<file path="config.mk">
export PLATFORM = sky130hd
export DESIGN_NAME = sma_interp
export DESIGN_NICKNAME = d
export VERILOG_FILES = /design/src/rtl/sma_pkg.sv /design/src/rtl/sma_interp_step.sv /design/src/rtl/sma_interp.sv
export SDC_FILE = /design/constraint.sdc
export NUM_CORES = 1
export LEC_CHECK = 0
export ABC_AREA = 1
export BUFFER_PORTS_ARGS = -buffer_cell sky130_fd_sc_hd__buf_2
export CAP_MARGIN = 10
export CORE_UTILIZATION = 40
export CTS_BUF_LIST = sky130_fd_sc_hd__clkbuf_8
export CTS_CLUSTER_SIZE = 20
export DETAILED_ROUTE_END_ITERATION = 6
export PLACE_DENSITY_LB_ADDON = 0.12
export SKIP_CTS_REPAIR_TIMING = 1
export SLEW_MARGIN = 20
export SYNTH_ARGS = -nofsm -noshare
export SYNTH_HDL_FRONTEND = slang
export SYNTH_SLANG_ARGS = --single-unit
</file>
<file path="constraint.sdc">
create_clock -name clk -period 4.7 [get_ports clk]
set_clock_uncertainty 0.05 [all_clocks]
set_input_delay 0.94 -clock clk [delete_from_list [all_inputs] [get_ports clk]]
set_output_delay 0.94 -clock clk [all_outputs]
set_load 0.02 [all_outputs]
</file>
<file path="src/rtl/sma_pkg.sv">
// Shared widths and types for the linear-interpolating upsampler.
// The widths used by the block follow its WIDTH/LOG2_R parameters, which default to these values.
package sma_pkg;

    localparam int DEF_WIDTH  = 16;
    localparam int DEF_LOG2_R = 2;
    localparam int R          = 1 << DEF_LOG2_R;

    typedef logic signed [DEF_WIDTH-1:0]            sample_t;
    typedef logic signed [DEF_WIDTH:0]              diff_t;
    typedef logic signed [DEF_WIDTH+DEF_LOG2_R:0]   acc_t;

endpackage

</file>
<file path="src/rtl/sma_interp_step.sv">
// Combinational arithmetic for one interpolation step: slope, burst start value,
// next accumulator and the scaled-down output sample.
module sma_interp_step
    import sma_pkg::*;
#(
    parameter int WIDTH  = DEF_WIDTH,
    parameter int LOG2_R = DEF_LOG2_R
) (
    input  logic signed [WIDTH-1:0]        i_x,
    input  logic signed [WIDTH-1:0]        i_x_prev,
    input  logic signed [WIDTH+LOG2_R:0]   i_acc,
    input  logic signed [WIDTH:0]          i_d,
    output logic signed [WIDTH:0]          o_d,
    output logic signed [WIDTH+LOG2_R:0]   o_acc_load,
    output logic signed [WIDTH+LOG2_R:0]   o_acc_next,
    output logic signed [WIDTH-1:0]        o_y
);

    assign o_d        = {i_x[WIDTH-1], i_x} - {i_x_prev[WIDTH-1], i_x_prev};
    assign o_acc_load = {{(LOG2_R+1){i_x_prev[WIDTH-1]}}, i_x_prev} <<< LOG2_R;
    assign o_acc_next = i_acc + {{LOG2_R{i_d[WIDTH]}}, i_d};

    // Floor shift by LOG2_R; the accumulator stays between two scaled samples, so this slice never overflows.
    assign o_y        = i_acc[LOG2_R +: WIDTH];

endmodule

</file>
<file path="src/rtl/sma_interp.sv">
// Linear-interpolating upsampler by 2**LOG2_R with valid/ready on both sides.
// Each accepted input starts a burst of R outputs that ramps from the previous input towards it.
module sma_interp
    import sma_pkg::*;
#(
    parameter int WIDTH  = DEF_WIDTH,
    parameter int LOG2_R = DEF_LOG2_R
) (
    input  logic                     clk,
    input  logic                     rst,
    input  logic signed [WIDTH-1:0]  x,
    input  logic                     x_valid,
    output logic                     x_ready,
    output logic signed [WIDTH-1:0]  y,
    output logic                     y_valid,
    input  logic                     y_ready
);

    localparam logic [LOG2_R-1:0] PHASE_LAST = '1;

    logic signed [WIDTH-1:0]        r_x_prev;
    logic signed [WIDTH+LOG2_R:0]   r_acc;
    logic signed [WIDTH:0]          r_d;
    logic        [LOG2_R-1:0]       r_phase;
    logic                           r_y_valid;

    logic signed [WIDTH:0]          w_d;
    logic signed [WIDTH+LOG2_R:0]   w_acc_load;
    logic signed [WIDTH+LOG2_R:0]   w_acc_next;
    logic signed [WIDTH-1:0]        w_y;
    logic                           w_last;
    logic                           w_in_fire;
    logic                           w_out_fire;

    sma_interp_step #(
        .WIDTH  (WIDTH),
        .LOG2_R (LOG2_R)
    ) u_step (
        .i_x        (x),
        .i_x_prev   (r_x_prev),
        .i_acc      (r_acc),
        .i_d        (r_d),
        .o_d        (w_d),
        .o_acc_load (w_acc_load),
        .o_acc_next (w_acc_next),
        .o_y        (w_y)
    );

    // A new sample is taken when idle or exactly as the last output of a burst leaves.
    assign w_last     = (r_phase == PHASE_LAST);
    assign x_ready    = !r_y_valid || (w_last && y_ready);
    assign w_in_fire  = x_valid && x_ready;
    assign w_out_fire = r_y_valid && y_ready;

    assign y          = w_y;
    assign y_valid    = r_y_valid;

    always_ff @(posedge clk) begin
        if (rst) begin
            r_x_prev  <= '0;
            r_acc     <= '0;
            r_d       <= '0;
            r_phase   <= '0;
            r_y_valid <= 1'b0;
        end else if (w_in_fire) begin
            r_d       <= w_d;
            r_acc     <= w_acc_load;
            r_x_prev  <= x;
            r_phase   <= '0;
            r_y_valid <= 1'b1;
        end else if (w_out_fire) begin
            if (w_last) begin
                r_y_valid <= 1'b0;
            end else begin
                r_acc   <= w_acc_next;
                r_phase <= r_phase + 1'b1;
            end
        end
    end

endmodule
</file>
==> results.sh, run 1 <==
export IMPL_nets=671
export IMPL_synth_nets=659
export IMPL_crit_type="input port to flip-flop"
export IMPL_crit_family="adder cells"
export IMPL_synth_seq_cells=54
export IMPL_synth_area_um2=4020
export IMPL_hold_viol=0
export IMPL_status="finished, final reports clean"
export IMPL_max_freq_mhz=428
export IMPL_vias=3719
export IMPL_critPathMaxStageDelay_ns=0.42
export IMPL_cts_root_buf="clkbuf_8"
export IMPL_numCtsBuffers=5
export IMPL_path_cells="buf_2, inv_1, ha_1, fa_1, o21ai_2, nand2_1, nand2_1, nand3_1, nand3_1, nand2_1, nor2_1, nor2_1"
export IMPL_rows=36
export IMPL_hpwl_um=7740
export IMPL_syn_area_per_cell_um2=6.67
export IMPL_routabilityCongestion=0.866
export IMPL_critPathRequiredTime_ns=4.85
export IMPL_worst_slack_ns=2.37
export IMPL_cts_tree="yes"
export IMPL_grt_pass1_wl_um=16600
export IMPL_grt_pass1_vias=3457
export IMPL_synth_edff_count=0
export IMPL_clockBufferDepth=2
export IMPL_vdd_drop_max_mv=0.118
export IMPL_worst_setup_path_start_kind="input port"
export IMPL_period_minus_slack_ns=2.33
export IMPL_post_drt_wl_per_cell_um=13.4
export IMPL_postRouteAntennaNets=0
export IMPL_clk_pin_slew_ns=0.10
export IMPL_grt_max_degree=48
export IMPL_cellPowerDensity_nw_per_um2=282
export IMPL_finalCritPeriodShare_pct=49.7
export IMPL_die_area_um2=10500
export IMPL_leakage_nw=2.12
export IMPL_antenna_found_initial=0
export IMPL_drc=0
export IMPL_groute_usage_overall_pct=20.3
export IMPL_die_w_um=102
export IMPL_pin_count=38
export IMPL_slew_headroom_pct=27.9
export IMPL_place_ws_ns=2.02
export IMPL_grt_setup_unrepaired="false"
export IMPL_first_iter_violations=159
export IMPL_synth_seq_area_share_pct=26.9
export IMPL_setup_viol=0
export IMPL_cap_violations=0
export IMPL_cts_num_sinks=54
export IMPL_fp_coreArea_um2=9770
export IMPL_routed_via_density=4.97
export IMPL_min_path_type="flip-flop to flip-flop"
export IMPL_utilization_pct=43.4
export IMPL_path_buf_inv=2
export IMPL_layout_commonest_cell="nand2_1"
export IMPL_grt_ovfl_total=0
export IMPL_tightest_slew_ns=1.08
export IMPL_fin_setup_tns_ns=0
export IMPL_cp_data_arrival_time_ns=2.49
export IMPL_n_antenna_cell=0
export IMPL_io_buffers=37
export IMPL_power_total_w=0.00120
export IMPL_cp_end_kind="flip-flop"
export IMPL_drt_wl_total_um=10000
export IMPL_area_delta_synth_final_pct=5.32
export IMPL_initial_core_util_pct=41.2
export IMPL_clk_latency_ns=0.31
export IMPL_path_max_fanout=3
export IMPL_cpMaxStageDelayCell="fa_1"
export IMPL_final_cell_mix="nand2_1, a21oi_1, inv_1"
export IMPL_crit_path_frequent_cell="nand2_1"
export IMPL_slew_violations=0
export IMPL_ys_flop_type="dfxtp_1"
export IMPL_holdWs_ns=0.439
export IMPL_ys_warn_count=0
export IMPL_drive_above_1_share_pct=12.0
export IMPL_dieHeight_um=102
export IMPL_netlist_instances=603
export IMPL_async_reset_ff_share_pct=0
export IMPL_dr_pass1_iters=4
export IMPL_htreeDepth=2
export IMPL_synth_cell_types=38
[per-stage QoR]
step / cells / area [um2]
3_3_place_gp: 741 / 4160
3_5_place_dp: 741 / 4160
4_1_cts: 748 / 4240
2_1_floorplan: 603 / 4020
6_report: 748 / 4240
5_1_grt: 748 / 4240
[power breakdown]
part / switching [W] / leakage, nW / internal (W)
logic: 0.000257 / 1.63 / 0.000143
clock network: 0.000161 / 0.0414 / 0.000101
registers: 0.0000353 / 0.446 / 0.000498
total: 0.000453 / 2.12 / 0.000742
[worst min-delay path, delay by kind of cell (launching register included)]
family          cells  cell delay [ns]
flops               1             0.33
buf+inv             1             0.07
compound gates      1             0.06
[synth_stat cells (3+ instances only)]
cell type,number,area [um2]
ha_1,34,425
nand2_1,124,465
inv_1,68,255
a21oi_2,5,43.8
nand3b_1,5,37.5
buf_4,20,150
nand4_1,3,18.8
o21ai_0,51,255
nor2_2,4,25.0
clkbuf_1,5,18.8
a31oi_1,3,18.8
buf_2,6,30.0
nor2_1,55,206
a21o_1,3,22.5
inv_2,3,11.3
buf_6,3,33.8
nor3_1,3,15.0
dfxtp_1,54,1080
nand3_1,43,215
nand2_2,6,37.5
a21oi_1,73,365
mux2_2,3,33.8
xor2_1,7,61.3
[flip-flops by register name, summed over array words and instances, names as in the netlist]
signal,flops
r_x_prev,16
r_phase,2
r_acc,18
r_d,17
y_valid,1
[final cells by class]
class	instances	area, um2
clock inverters	2	11.3
inverters	71	267
multi-input cells	444	2440
repair buffers	39	200
fillers	1094	5540
clock buffers	5	68.8
well taps	133	166
flip-flops and latches	54	1080
[cells by family after synthesis]
family	Yosys count	share of synthesized area, %
simple gates	251	26.9
buf+inv	105	12.4
mux	3	0.839
fa+ha+maj	36	11.6
xor+xnor	8	1.74
flops	54	26.9
compound gates	146	19.7
[per-layer routing]
metal / global-route usage, % / up-vias / share of wire (%)
li1: - / 1998 / -
met1: 29.7 / 1655 / 53
met2: 31.4 / 55 / 43
met3: 2.12 / 11 / 2.5
met4: 5.49 / 0 / 1.4
met5: 0 / - / 0
[final timing paths]
check	start	end	slack (ns)	cells after the start
worst max-delay path	x[0]	r_d[14]	2.37	12
worst min-delay path	r_x_prev[0]	r_x_prev[0]	0.44	2
worst max register to register	r_phase[0]	r_acc[3]	2.55	8
worst min register to register	r_x_prev[0]	r_x_prev[0]	0.44	2
No activity file was read; power rests on OpenSTA's default activity.
==> inputs of run 2 (changes only) <==
--- a/config.mk
+++ b/config.mk
@@ -5,7 +5,7 @@
 export SDC_FILE = /design/constraint.sdc
 export NUM_CORES = 1
 export LEC_CHECK = 0
-export ABC_AREA = 1
+export ABC_AREA = 0
 export BUFFER_PORTS_ARGS = -buffer_cell sky130_fd_sc_hd__buf_2
 export CAP_MARGIN = 10
 export CORE_UTILIZATION = 40
==> constraint.sdc (replaced) <==
create_clock -name clk -period 2.3 [get_ports clk]
set_clock_uncertainty 0.05 [all_clocks]
set_input_delay 0.46 -clock clk [delete_from_list [all_inputs] [get_ports clk]]
set_output_delay 0.46 -clock clk [all_outputs]
set_load 0.02 [all_outputs]
==> results.sh, run 2 <==
export IMPL_synthTopCellsByArea="dfxtp_1, ha_1, nand2_1"
export IMPL_hold_viol=0
export IMPL_swShare_pct=32.8
export IMPL_synth_top_cell_by_area="dfxtp_1"
export IMPL_synth_seq_cells=54
export IMPL_async_reset_ff_share_pct=0
export IMPL_clk_pin_slew_ns=0.11
export IMPL_clockBufferDepth=2
export IMPL_post_synth_top_count_cell="nand2_1"
export IMPL_sequentialPowerShare_pct=43.9
export IMPL_holdWs_ns=0.330
export IMPL_final_cell_mix="nand2_1, dfxtp_1, buf_2"
export IMPL_ys_flop_type="dfxtp_1"
export IMPL_cellPowerDensity_nw_per_um2=554
export IMPL_max_freq_mhz=414
export IMPL_postRouteAntennaNets=0
export IMPL_cts_num_sinks=54
export IMPL_leakage_nw=1.85
export IMPL_die_w_um=98.4
export IMPL_syn_area_per_cell_um2=8.04
export IMPL_cts_root_buf="clkbuf_8"
export IMPL_violations="setup timing"
export IMPL_synth_commonest_cells="nand2_1, dfxtp_1, a21oi_1"
export IMPL_dieHeight_um=98.4
export IMPL_synth_edff_count=0
export IMPL_p_comb_share_pct=27.0
export IMPL_nets=557
export IMPL_finalCritPeriodShare_pct=105
export IMPL_status="finished, violations left"
export IMPL_path_max_fanout=3
export IMPL_cap_violations=0
export IMPL_routed_via_density=5.50
export IMPL_crit_type="flip-flop to flip-flop"
export IMPL_first_iter_violations=153
export IMPL_rows=34
export IMPL_vdd_drop_max_mv=0.309
export IMPL_die_area_um2=9670
export IMPL_reg_top3="r_acc x18, r_d x17, r_x_prev x16"
export IMPL_place_ws_ns=-0.239
export IMPL_grt_ovfl_total=0
export IMPL_ys_warn_count=0
export IMPL_worst_setup_path_start_kind="flip-flop"
export IMPL_post_drt_wl_per_cell_um=15.8
export IMPL_htreeDepth=2
export IMPL_synth_cell_types=66
export IMPL_power_total_w=0.00239
export IMPL_setup_viol=5
export IMPL_synth_nets=518
export IMPL_worst_slack_ns=-0.117
export IMPL_groute_usage_overall_pct=20.8
export IMPL_grt_max_degree=40
export IMPL_clk_latency_ns=0.32
export IMPL_cts_tree="yes"
export IMPL_synth_seq_area_share_pct=29.1
export IMPL_io_buffers=37
export IMPL_top_register="r_acc"
export IMPL_n_antenna_cell=0
export IMPL_drive_above_1_share_pct=21.5
export IMPL_critPathRequiredTime_ns=2.44
export IMPL_synth_area_um2=3710
export IMPL_netlist_instances=462
export IMPL_netlist_area_leader_share_pct=29.1
export IMPL_period_minus_slack_ns=2.42
export IMPL_slew_violations=0
export IMPL_min_path_type="input port to flip-flop"
export IMPL_pwr_share_clk_pct=29.1
export IMPL_dr_pass1_iters=7
export IMPL_initial_core_util_pct=42.0
export IMPL_largest_register_ffs=18
export IMPL_intPower_w=0.00160
export IMPL_numCtsBuffers=5
export IMPL_layout_commonest_cell="nand2_1"
export IMPL_slew_headroom_pct=64.7
export IMPL_vias=3356
export IMPL_antenna_found_initial=0
export IMPL_drc=0
export IMPL_drt_wl_total_um=9640
export IMPL_grt_pass1_wl_um=16100
export IMPL_hpwl_um=6940
export IMPL_grt_setup_unrepaired="true"
export IMPL_fp_coreArea_um2=8850
export IMPL_tightest_slew_ns=0.529
export IMPL_cp_end_kind="flip-flop"
export IMPL_grt_pass1_vias=3226
export IMPL_p_switching_w=0.000783
export IMPL_pin_count=38
export IMPL_area_delta_synth_final_pct=16.0
export IMPL_routabilityCongestion=0.876
export IMPL_cp_data_arrival_time_ns=2.56
==> run 2: cell types whose count changed in the layout (fill, tap and decap cells not counted), moves of 24 or more <==
cell     delta
inv_1      -42
buf_4      +29
nand2_1    -67
o21ai_0    -40
nor2_1     -24
nand3_1    -29
a21oi_1    -37
==> run 2: final timing paths <==
path	start	endpoint	slack [ns]	depth (start not counted)
max	r_d[0]	r_acc[12]	-0.12	10
min	x[8]	r_x_prev[8]	0.33	3
max reg2reg	r_d[0]	r_acc[12]	-0.12	10
min reg2reg	r_d[7]	r_d[7]	0.42	2
==> run 2: critical path, stage by stage, from the launching register on <==
cell,delay (ns)
dfxtp_2,0.35
ha_4,0.16
fa_2,0.35
a21o_1,0.19
a221oi_2,0.31
a21oi_2,0.13
a31oi_2,0.26
buf_4,0.17
o21bai_4,0.05
xnor2_1,0.16
o22ai_1,0.10
==> run 2: power groups by stage <==
stage	clock, W	combinational [W]	sequential (W)
3_3_place_gp	0	0.000611	0.00107
3_5_place_dp	0	0.000619	0.00107
4_1_cts	0.000712	0.000624	0.00105
2_1_floorplan	0	0.000457	0.00105
5_1_grt	0.000747	0.000720	0.00106
6_report	0.000695	0.000644	0.00105
==> run 2: metrics by stage <==
stage          util, %  setup TNS, ns  instances  area (um2)
2_1_floorplan        -              0        462        3720
3_3_place_gp      46.1          -1.32        599        4080
3_5_place_dp      46.1          -2.09        599        4080
4_1_cts           47.4         -0.660        607        4200
5_1_grt           48.7          -1.34        610        4310
6_report          48.7         -0.250        610        4310
==> run 2: area by class of cell <==
class | count | area, um2
Tap cell | 108 | 135
Multi-Input combinational cell | 343 | 2430
Fill cell | 890 | 4540
Clock buffer | 5 | 68.8
Timing Repair Buffer | 69 | 438
Inverter | 28 | 105
Clock inverter | 3 | 47.5
Sequential cell | 54 | 1090
==> run 2: cells by family after synthesis <==
kind of cell               synth area share, %
buffers and inverters                     8.22
adders and majority gates                 12.5
DFF                                       29.1
xor gates and xnor gates                  3.30
and+or+nand+nor                           19.5
muxes                                     1.08
AOI/OAI and AO/OA                         26.3
==> run 2: routing by layer <==
metal	vias to the layer above	share of wire, %	GRT usage, %	wire length (um)
li1	1733	-	-	-
met1	1566	52	30.2	4990
met2	52	44	32.8	4250
met3	5	3.5	2.51	333
met4	0	0.65	4.59	63
met5	-	0	0	0
